## config.mk

```make
export PLATFORM = sky130hd
export DESIGN_NAME = demux_scan_ctrl
export DESIGN_NICKNAME = d
export VERILOG_FILES = /design/src/rtl/demux_scan_ctrl_pkg.sv /design/src/rtl/demux_next_sel.sv /design/src/rtl/demux_scan_ctrl.sv
export SDC_FILE = /design/constraint.sdc
export NUM_CORES = 1
export LEC_CHECK = 0
export CELL_PAD_IN_SITES_DETAIL_PLACEMENT = 1
export CELL_PAD_IN_SITES_GLOBAL_PLACEMENT = 1
export CORE_UTILIZATION = 52
export CTS_BUF_LIST = sky130_fd_sc_hd__clkbuf_2 sky130_fd_sc_hd__clkbuf_4 sky130_fd_sc_hd__clkbuf_8
export DETAILED_ROUTE_END_ITERATION = 8
export GPL_TIMING_DRIVEN = 1
export PLACE_DENSITY_LB_ADDON = 0.1
export SYNTH_ARGS = -nofsm -noshare
export SYNTH_HDL_FRONTEND = slang
export SYNTH_SLANG_ARGS = --single-unit
export TNS_END_PERCENT = 10
```

## constraint.sdc

```tcl
create_clock -name CLOCK_50 -period 17.7 [get_ports CLOCK_50]
set_input_delay 3.54 -clock CLOCK_50 [delete_from_list [all_inputs] [get_ports CLOCK_50]]
set_output_delay 3.54 -clock CLOCK_50 [all_outputs]
set_load 0.05 [all_outputs]
```

## src/rtl/demux_scan_ctrl_pkg.sv

```systemverilog
// Shared types and constants for the LED demux scan scheduler.
// Channel count is fixed at 16, so the select is always 4 bits wide.
package demux_scan_ctrl_pkg;

    localparam int NCH  = 16;
    localparam int SELW = 4;

    typedef enum logic {
        IDLE = 1'b0,
        SCAN = 1'b1
    } state_t;

    // The encoding 3 behaves exactly like MODE_LOOP.
    // The mode is normalised to MODE_LOOP when it is latched.
    typedef enum logic [1:0] {
        MODE_LOOP = 2'd0,
        MODE_ONCE = 2'd1,
        MODE_PING = 2'd2,
        MODE_ALT  = 2'd3
    } mode_t;

endpackage

```

## src/rtl/demux_next_sel.sv

```systemverilog
// Finds the next enabled channel from cur in the given direction, modulo 16.
// With wrap=0, found is low when no enabled channel lies ahead before the edge of the range.
module demux_next_sel
    import demux_scan_ctrl_pkg::*;
(
    input  logic [NCH-1:0]  mask,
    input  logic [SELW-1:0] cur,
    input  logic            dir_down,
    input  logic            wrap,
    output logic [SELW-1:0] nxt,
    output logic            found
);

    localparam int PW = SELW + 1;

    // The loop runs from the farthest candidate to the nearest, so the nearest hit wins.
    // Distance 16 lands back on cur, which lets a lone enabled channel be found while wrapping.
    always_comb begin
        logic [PW-1:0]   pos;
        logic            crossed;
        logic [SELW-1:0] idx;
        nxt     = cur;
        found   = 1'b0;
        pos     = '0;
        crossed = 1'b0;
        idx     = '0;
        for (int k = NCH; k >= 1; k--) begin
            if (dir_down) begin
                pos     = {1'b0, cur} - PW'(k);
                crossed = ({1'b0, cur} < PW'(k));
            end else begin
                pos     = {1'b0, cur} + PW'(k);
                crossed = pos[SELW];
            end
            idx = pos[SELW-1:0];
            if (mask[idx] && (wrap || !crossed)) begin
                nxt   = idx;
                found = 1'b1;
            end
        end
    end

endmodule

```

## src/rtl/demux_scan_ctrl.sv

```systemverilog
// Scan scheduler for the 1-to-16 LED demux: it dwells DIV clocks on each channel that the mask enables.
// Loop, single-pass and ping-pong orders are supported. All outputs are registered.
module demux_scan_ctrl
    import demux_scan_ctrl_pkg::*;
#(
    parameter int DIV = 25000000
) (
    input  logic            CLOCK_50,
    input  logic            rst,
    input  logic            start,
    input  logic            stop,
    input  logic [1:0]      mode,
    input  logic            dir_down,
    input  logic [NCH-1:0]  mask,
    output logic [SELW-1:0] sel,
    output logic            en,
    output logic            busy,
    output logic            done
);

    localparam int CW = (DIV > 1) ? $clog2(DIV) : 1;

    state_t          state, state_n;
    mode_t           mode_q, mode_n;
    logic [CW-1:0]   cnt, cnt_n;
    logic            dir, dir_n;
    logic [SELW-1:0] sel_n;
    logic            en_n, busy_n, done_n;

    logic [SELW-1:0] fwd_cur, fwd_nxt, rev_nxt;
    logic            fwd_dir, fwd_wrap, fwd_found, rev_found;
    logic            go, abort, dwell_end, once_end;

    // In IDLE the forward search is seeded one step before the first channel, with wrap enabled.
    // An ascending search from 15 therefore returns the lowest enabled bit.
    // A descending search from 0 returns the highest enabled bit.
    assign fwd_cur  = (state == IDLE) ? (dir_down ? '0 : '1) : sel;
    assign fwd_dir  = (state == IDLE) ? dir_down : dir;
    assign fwd_wrap = (state == IDLE) || (mode_q == MODE_LOOP);

    demux_next_sel u_fwd (
        .mask     (mask),
        .cur      (fwd_cur),
        .dir_down (fwd_dir),
        .wrap     (fwd_wrap),
        .nxt      (fwd_nxt),
        .found    (fwd_found)
    );

    demux_next_sel u_rev (
        .mask     (mask),
        .cur      (sel),
        .dir_down (~dir),
        .wrap     (1'b0),
        .nxt      (rev_nxt),
        .found    (rev_found)
    );

    assign go        = start && !stop && (|mask);
    assign abort     = stop || !(|mask);
    assign dwell_end = (cnt == CW'(DIV - 1));
    assign once_end  = dwell_end && (mode_q == MODE_ONCE) && !fwd_found;

    always_ff @(posedge CLOCK_50) begin
        if (rst) begin
            state  <= IDLE;
            mode_q <= MODE_LOOP;
            cnt    <= '0;
            dir    <= 1'b0;
            sel    <= '0;
            en     <= 1'b0;
            busy   <= 1'b0;
            done   <= 1'b0;
        end else begin
            state  <= state_n;
            mode_q <= mode_n;
            cnt    <= cnt_n;
            dir    <= dir_n;
            sel    <= sel_n;
            en     <= en_n;
            busy   <= busy_n;
            done   <= done_n;
        end
    end

    always_comb begin
        state_n = state;
        case (state)
            IDLE:    if (go) state_n = SCAN;
            SCAN:    if (abort || once_end) state_n = IDLE;
            default: state_n = IDLE;
        endcase
    end

    // en follows the live mask bit of the held channel, so a channel masked out mid-dwell goes dark at once.
    always_comb begin
        mode_n = mode_q;
        cnt_n  = cnt;
        dir_n  = dir;
        sel_n  = sel;
        en_n   = en;
        busy_n = busy;
        done_n = 1'b0;
        case (state)
            IDLE: begin
                cnt_n  = '0;
                sel_n  = '0;
                en_n   = 1'b0;
                busy_n = 1'b0;
                if (go) begin
                    sel_n  = fwd_nxt;
                    en_n   = 1'b1;
                    busy_n = 1'b1;
                    dir_n  = dir_down;
                    case (mode)
                        2'd1:    mode_n = MODE_ONCE;
                        2'd2:    mode_n = MODE_PING;
                        default: mode_n = MODE_LOOP;
                    endcase
                end
            end
            SCAN: begin
                if (abort || once_end) begin
                    cnt_n  = '0;
                    sel_n  = '0;
                    en_n   = 1'b0;
                    busy_n = 1'b0;
                    done_n = once_end && !abort;
                end else if (dwell_end) begin
                    cnt_n = '0;
                    if (fwd_found) begin
                        sel_n = fwd_nxt;
                    end else if (mode_q == MODE_PING && rev_found) begin
                        sel_n = rev_nxt;
                        dir_n = ~dir;
                    end
                    en_n   = mask[sel_n];
                    busy_n = 1'b1;
                end else begin
                    cnt_n = cnt + CW'(1);
                    en_n  = mask[sel];
                end
            end
            default: begin
                sel_n  = '0;
                en_n   = 1'b0;
                busy_n = 1'b0;
            end
        endcase
    end

endmodule

```

Word level (Yosys, flattened, before mapping)
Cells that the tools add are included.
{"block": "classes", "addsub": 65, "magnitude_cmp": 64, "mux": 227, "n_reduce_logical": 98, "bitwise": 3, "n_eq_ne": 11}
{"cell": "$mux W4", "n": 74}
{"cell": "$lt A4 B5 Y1 const B", "n": 34}
{"cell": "$bmux W1 S4", "n": 34}
{"cell": "$mux W1", "n": 110}
{"cell": "$add A4 B4 Y5 const B", "n": 16}
{"cell": "$lt A4 B4 Y1 const B", "n": 16}
{"cell": "$sub A4 B4 Y4 const B", "n": 16}
{"cell": "$mux W25", "n": 2}
{"cell": "$pmux W25 S2", "n": 1}
{"cell": "$add A4 B3 Y5 const B", "n": 8}
{"cell": "$logic_and A1 B1 Y1", "n": 38}
{"cell": "$logic_not A1 Y1", "n": 36}
{"cell": "$lt A4 B3 Y1 const B", "n": 8}
{"cell": "$sub A4 B3 Y4 const B", "n": 8}
{"cell": "$add A25 B1 Y25 const B", "n": 1}
{"cell": "$eq A25 B25 Y1 const B", "n": 1}
{"cell": "$add A4 B2 Y5 const B", "n": 4}
{"cell": "$logic_or A1 B1 Y1", "n": 19}
{"cell": "$lt A4 B2 Y1 const B", "n": 4}
{"cell": "$reduce_or A16 Y1", "n": 1}
{"cell": "$sub A4 B1 Y4 const B", "n": 4}
{"cell": "$sub A4 B2 Y4 const B", "n": 4}
{"cell": "$add A4 B1 Y5 const B", "n": 2}
{"cell": "$add A4 B5 Y5 const B", "n": 2}
{"cell": "other kinds (14)", "n": 25}
{"block": "totals", "out_inout_bits": 7, "register_bits": 36, "word_cells": 476}

Depth between registers and ports, before layout
{"block": "depth", "depth_word": 33, "ltp_mapped": 22}

By module
Synthesis repeated with hierarchy kept, for this count alone.
{"block": "hier_totals", "hier_cells": 855, "area_unflattened_um2": 6960.4}
{"mod": "demux_next_sel", "n_inst": 2, "area_each_um2": 2368.5, "seq_area_each_um2": 0.0, "cells_each": 292}
{"mod": "demux_scan_ctrl", "n_inst": 1, "area_each_um2": 2223.4, "seq_area_each_um2": 720.7, "cells_each": 271}

Worst setup path after synthesis
Ideal clock, no wire load.
{"block": "synth_path", "path_kind": "in2reg", "startpoint": "input port dir_down", "endpoint": "register en", "slack_ns": 9.596, "arrival_time_ns": 7.970, "setup_time_ns": 0.134, "required_ns": 17.566, "n_path_buf": 3, "path_stages": 21, "cell_sequence": "nand2b_1 > buf_2 > clkbuf_1 > nand2_1 > inv_1 > ha_1 > clkbuf_1 > nand2_1 > and3_4 > o32ai_4 > mux2i_1 > a2bb2oi_2 > and2_1 > nand4_1 > nor2_2 > a211oi_2 > nor3_4 > mux2_4 > a221oi_1 > mux2_4 > a311oi_2"}
{"block": "synth_via", "elab_chain_cells": 32, "word_cells_on_any_way": 206}
{"element": "start: declaration", "line": "demux_scan_ctrl.sv:13", "source": "input logic dir_down,"}
{"element": "$mux W4 (2 in a row)", "line": "demux_scan_ctrl.sv:37", "source": "assign fwd_cur = (state == IDLE) ? (dir_down ? '0 : '1) : sel;"}
{"element": "$add A4 B5 Y5 or $sub A4 B1 Y4 (tied branches)", "line": "demux_next_sel.sv:32, demux_next_sel.sv:29"}
{"element": "$mux W4 or $mux W1 (tied branches)", "line": "demux_next_sel.sv:28", "source": "if (dir_down) begin"}
{"element": "$bmux W1 S4 or $logic_not A1 Y1 (tied branches)", "line": "demux_next_sel.sv:36", "source": "if (mask[idx] && (wrap || !crossed)) begin"}
{"element": "$mux W1 (not written as such) or $logic_or A1 B1 Y1 (tied branches)", "line": "demux_next_sel.sv:36"}
{"element": "$logic_and A1 B1 Y1", "line": "demux_next_sel.sv:36"}
{"element": "$mux W4 or $mux W1 (tied branches) (16 in a row)", "line": "demux_next_sel.sv:36"}
{"element": "$mux W4", "line": "demux_scan_ctrl.sv:131", "source": "if (fwd_found) begin"}
{"element": "$mux W4", "line": "demux_scan_ctrl.sv:129", "source": "end else if (dwell_end) begin"}
{"element": "$mux W4", "line": "demux_scan_ctrl.sv:123", "source": "if (abort || once_end) begin"}
{"element": "$mux W4", "line": "demux_scan_ctrl.sv:104", "source": "case (state)"}
{"element": "$bmux W1 S4", "line": "demux_scan_ctrl.sv:137", "source": "en_n = mask[sel_n];"}
{"element": "$mux W1 (not written as such)", "line": "demux_scan_ctrl.sv:137"}
{"element": "$mux W1", "line": "demux_scan_ctrl.sv:129"}
{"element": "$mux W1 (*)", "line": "demux_scan_ctrl.sv:123"}
{"element": "$pmux W1 S2 (*)", "line": "demux_scan_ctrl.sv:104"}
{"element": "end signal: assignment", "line": "demux_scan_ctrl.sv:80", "source": "en <= en_n;"}
{"element": "end: declaration", "line": "demux_scan_ctrl.sv:16", "source": "output logic en,"}
Every way passes the cells marked *; elsewhere a longest branch is shown, timed or not. The select of a mux whose other input is x is not followed.
A chain may end at the register's enable or synchronous reset.

Worst setup path after layout
Ends and elaborated chain as after synthesis.

==> metrics.md <==
| Metric | Value |
|---|---|
| Gr usage total | between 40% and 50% |
| Vias in the first global route | about 8100 |
| Nets | between 900 and 1000 |
| Clk_lat worst skew | approximately 0.3 ns |
| Slew margin rel. | 29.73% |
| Yosys warnings | 0 |
| Row cnt | 42 |
| Share of post-route cells with drive strength above 1 | between 10 and 15% |
| Post-cts hold buffer count | 0 |
| Antenna Cells | 0 |
| DP Wirelength | between 20000 and 25000 µm |
| DRT iter0 DRCs | 829 |
| Final cell count without fillers | ~1100 |
| TritonCTS clock tree | yes |
| CTS Buffer Depth | 2 |
| DRT Pass-1 Iters | 5 |
| Setup violators final | 0 |
| Status | completed |
| Biggest fanout along the worst timing path | 16 |
| Hold Path Stages | 1 |
| Post-Place Cells | 1087 |
| Startpoint Class | input pin |
| Cell Pwr Density | between 70 and 80 nW/µm² |
| GR Overflow Total | 0 |
| Fraction of registers with async set/reset | 0% |
| CP startpoint | dir_down |
| Hold Path Class | reg -> reg |
| Max VDD drop | 0.05406 mV |
| Buffers added on ports | 29 |
| Post-layout min period | about 9.4 ns |
| Final cycle utilization of the critical path | about 53% |
| Post-CTS Setup Repair Bufs | 0 |
| # IOs | 30 |
| Post-synth EDFFs | 0 |
| Post-synth top flop | dfxtp_1 |
| Number of synthesized register bits | 36 |
| Synthesized area | roughly 7200 µm² |
| Fillers | around 1700 |
| Max stage delay on crit path | around 0.73 ns |
| CTS clock-pin slew for the worst setup and hold paths | approximately 0.070 ns |
| Critical Path End Type | flop |
| Gpl congestion | approximately 1.0 |
| R2R cell count | 19 |
| Routed Antenna Nets | 0 |
| P&R area growth vs syn | 5.819% |
| WP data required | between 15 and 20 ns |
| Die Wd | approximately 120 µm |
| Worst clock skew | 0.003393 ns |
| Leak | approximately 0.0027 µW |
| Root buf cell | clkbuf_8 |
| Worst-path cell chain | clkdlybuf4s50_1, nand2b_1, buf_4, nand2_1, inv_1, ha_1, nand2_1, and3_4, o32ai_4, mux2i_1, a2bb2oi_2, and2_1, nand4_1, nor2_2, a211oi_2, nor3_4, mux2_4, a221oi_1, mux2_4, a311oi_2 |
| DRT Wirelength | 29580 µm |
| DRC | 0 |
| Final Max Tran Viols | 0 |
| Most frequent cells in the layout | nand2_1 (83), nor2_1 (82), mux2i_1 (51) |
| Final Hold Fails | 0 |
| RSZ-0062 raised after global routing | no |
| Hold Startpoint | cnt[0]$_SDFF_PP0_ |
| Die height | approximately 120 µm |
| Vias after detailed routing | roughly 8200 |
| Antenna violations before repair | 0 |
| Post-CTS Resized | 0 |
| Gate Count Post-Synth | 916 |
| Num CTS Buffers | 5 |
| Avg WL per Cell | 27.02 µm |
| R2R Path Start | sel[1]$_SDFFE_PP0P_ |
| H-tree levels | 2 |
| Post-synthesis sequential area ratio | a little over 10% |
| Syn avg cell area | between 7 and 8 µm² |
| Post-synthesis cell type count | 115 |
| F_max | approximately 0.11 GHz |
| CP Data Arrival Time | 9.61 ns |
| Starting Density | between 50 and 60% |
| Syn_nets | 959 |
| CP max-delay cell | clkdlybuf4s50_1 |
| Setup TNS | 0 ns |
| Worst-Margin Slew | ~1.0 ns |
| Pin count of the biggest net entering global routing | 52 |
| Total die area | 14240 µm² |
| Commonest non-fill, non-tap cell in the layout | nand2_1 |
| Worst Setup Path Type | in -> reg |
| First-pass GRT wire length | 46240 µm |
| Vias/cell | around 7.5 |
| CORE AREA | roughly 13000 µm² |
| Max-Cap Viols | 0 |
| Sink Count | 36 |
-- cell type report --
class / count / area (µm²) / share of cell area (%)
well taps: 176 / 220.2 / 2.906
inverters: 33 / 123.9 / 1.635
flip-flops and latches: 36 / 724.4 / 9.561
multi-input cells: 806 / 6068 / 80.09
clock inverters: 1 / 7.507 / 0.09908
repair buffers: 36 / 342.8 / 4.524
clock buffers: 7 / 90.09 / 1.189
-- worst max-delay path, delay by kind of cell --
family / cells / cell delay, ns
AND/OR/NAND/NOR: 8 / 1.96
AO/OA/AOI/OAI: 5 / 1.36
buffers and inverters: 3 / 1.21
multiplexers: 3 / 1.10
adder cells (fa/ha/maj): 1 / 0.41
-- metal layers --
metal | up-vias | GRT usage (%) | part of all wire [%]
li1 | 3527 | - | -
met1 | 4060 | 53.10 | 40
met2 | 463 | 67.55 | 46
met3 | 114 | 9.243 | 10
met4 | 0 | 15.55 | 3.8
met5 | - | 0 | 0
-- sequential cells by signal, indices dropped and copies added, names as in the netlist --
register  cells
sel           4
busy          1
dir           1
state         1
done          1
mode_q        2
en            1
cnt          25
-- synth_stat cells (7+ instances only) --
master / number / area, µm²
and2_1: 7 / 43.79
o221ai_1: 8 / 70.07
mux4_2: 18 / 405.4
ha_1: 20 / 250.2
nor3b_1: 7 / 52.55
o21a_1: 7 / 52.55
nor3_1: 24 / 120.1
mux2_2: 22 / 247.7
xor2_1: 17 / 148.9
nor2_1: 82 / 307.8
dfxtp_1: 36 / 720.7
o211ai_1: 16 / 120.1
nand2b_1: 16 / 100.1
nand2_1: 83 / 311.6
a211oi_1: 11 / 82.58
nand4_1: 15 / 93.84
a21oi_1: 42 / 210.2
inv_1: 26 / 97.59
xnor2_1: 23 / 201.4
a21o_1: 13 / 97.59
nor2b_1: 9 / 56.30
o21ai_1: 11 / 55.05
buf_2: 13 / 65.06
o31ai_1: 8 / 60.06
nand3_1: 36 / 180.2
o2111ai_1: 8 / 70.07
clkbuf_1: 18 / 67.56
o21ai_0: 41 / 205.2
nor4_1: 8 / 50.05
and3_1: 19 / 118.9
mux2i_1: 51 / 510.5
a211o_1: 11 / 96.34
a31oi_1: 16 / 100.1
mux2_1: 8 / 90.09
-- metrics by stage --
| stage | cell area, µm² | hold slack [ns] | utilization, % | setup WS, ns | total power [µW] |
|---|---|---|---|---|---|
| after detailed placement | 7480 | 0.4630 | 56.04 | 8.093 | 472.6 |
| after global routing | 7577 | 0.5016 | 56.77 | 7.981 | 575.5 |
| after floorplan | 7161 | 0.4260 | - | 9.596 | 369.9 |
| after CTS | 7577 | 0.4803 | 56.77 | 8.398 | 537.3 |
| after global placement | 7480 | 0.4365 | 56.04 | 8.374 | 458.7 |
| final | 7577 | 0.4728 | 56.77 | 8.253 | 552.1 |
-- logic make-up (layout without fill, tap and decap cells) --
group           Yosys count  count (layout)  synth area share [%]
buf+inv                  74              77                 5.189
flops                    36              36                 10.06
fa+ha+maj                20              20                 3.495
xor+xnor                 47              47                 6.587
simple gates            350             350                 25.41
mux                     111             111                 20.22
compound gates          278             278                 29.04
-- power breakdown --
part	internal [µW]	leakage [µW]	total [µW]	switching, µW
clock	33.1	0.0000479	63.3	30.2
combinational	146	0.00241	404	259
sequential	82.5	0.000292	84.3	1.77
-- path summary, 6_finish.rpt --
check / slack (ns) / end
setup reg to reg: 11.55 / en$_SDFF_PP0_
hold / removal: 0.47 / cnt[0]$_SDFF_PP0_
setup / recovery: 8.25 / en$_SDFF_PP0_
hold reg to reg: 0.47 / cnt[0]$_SDFF_PP0_
(Power assumes the default switching activity.)
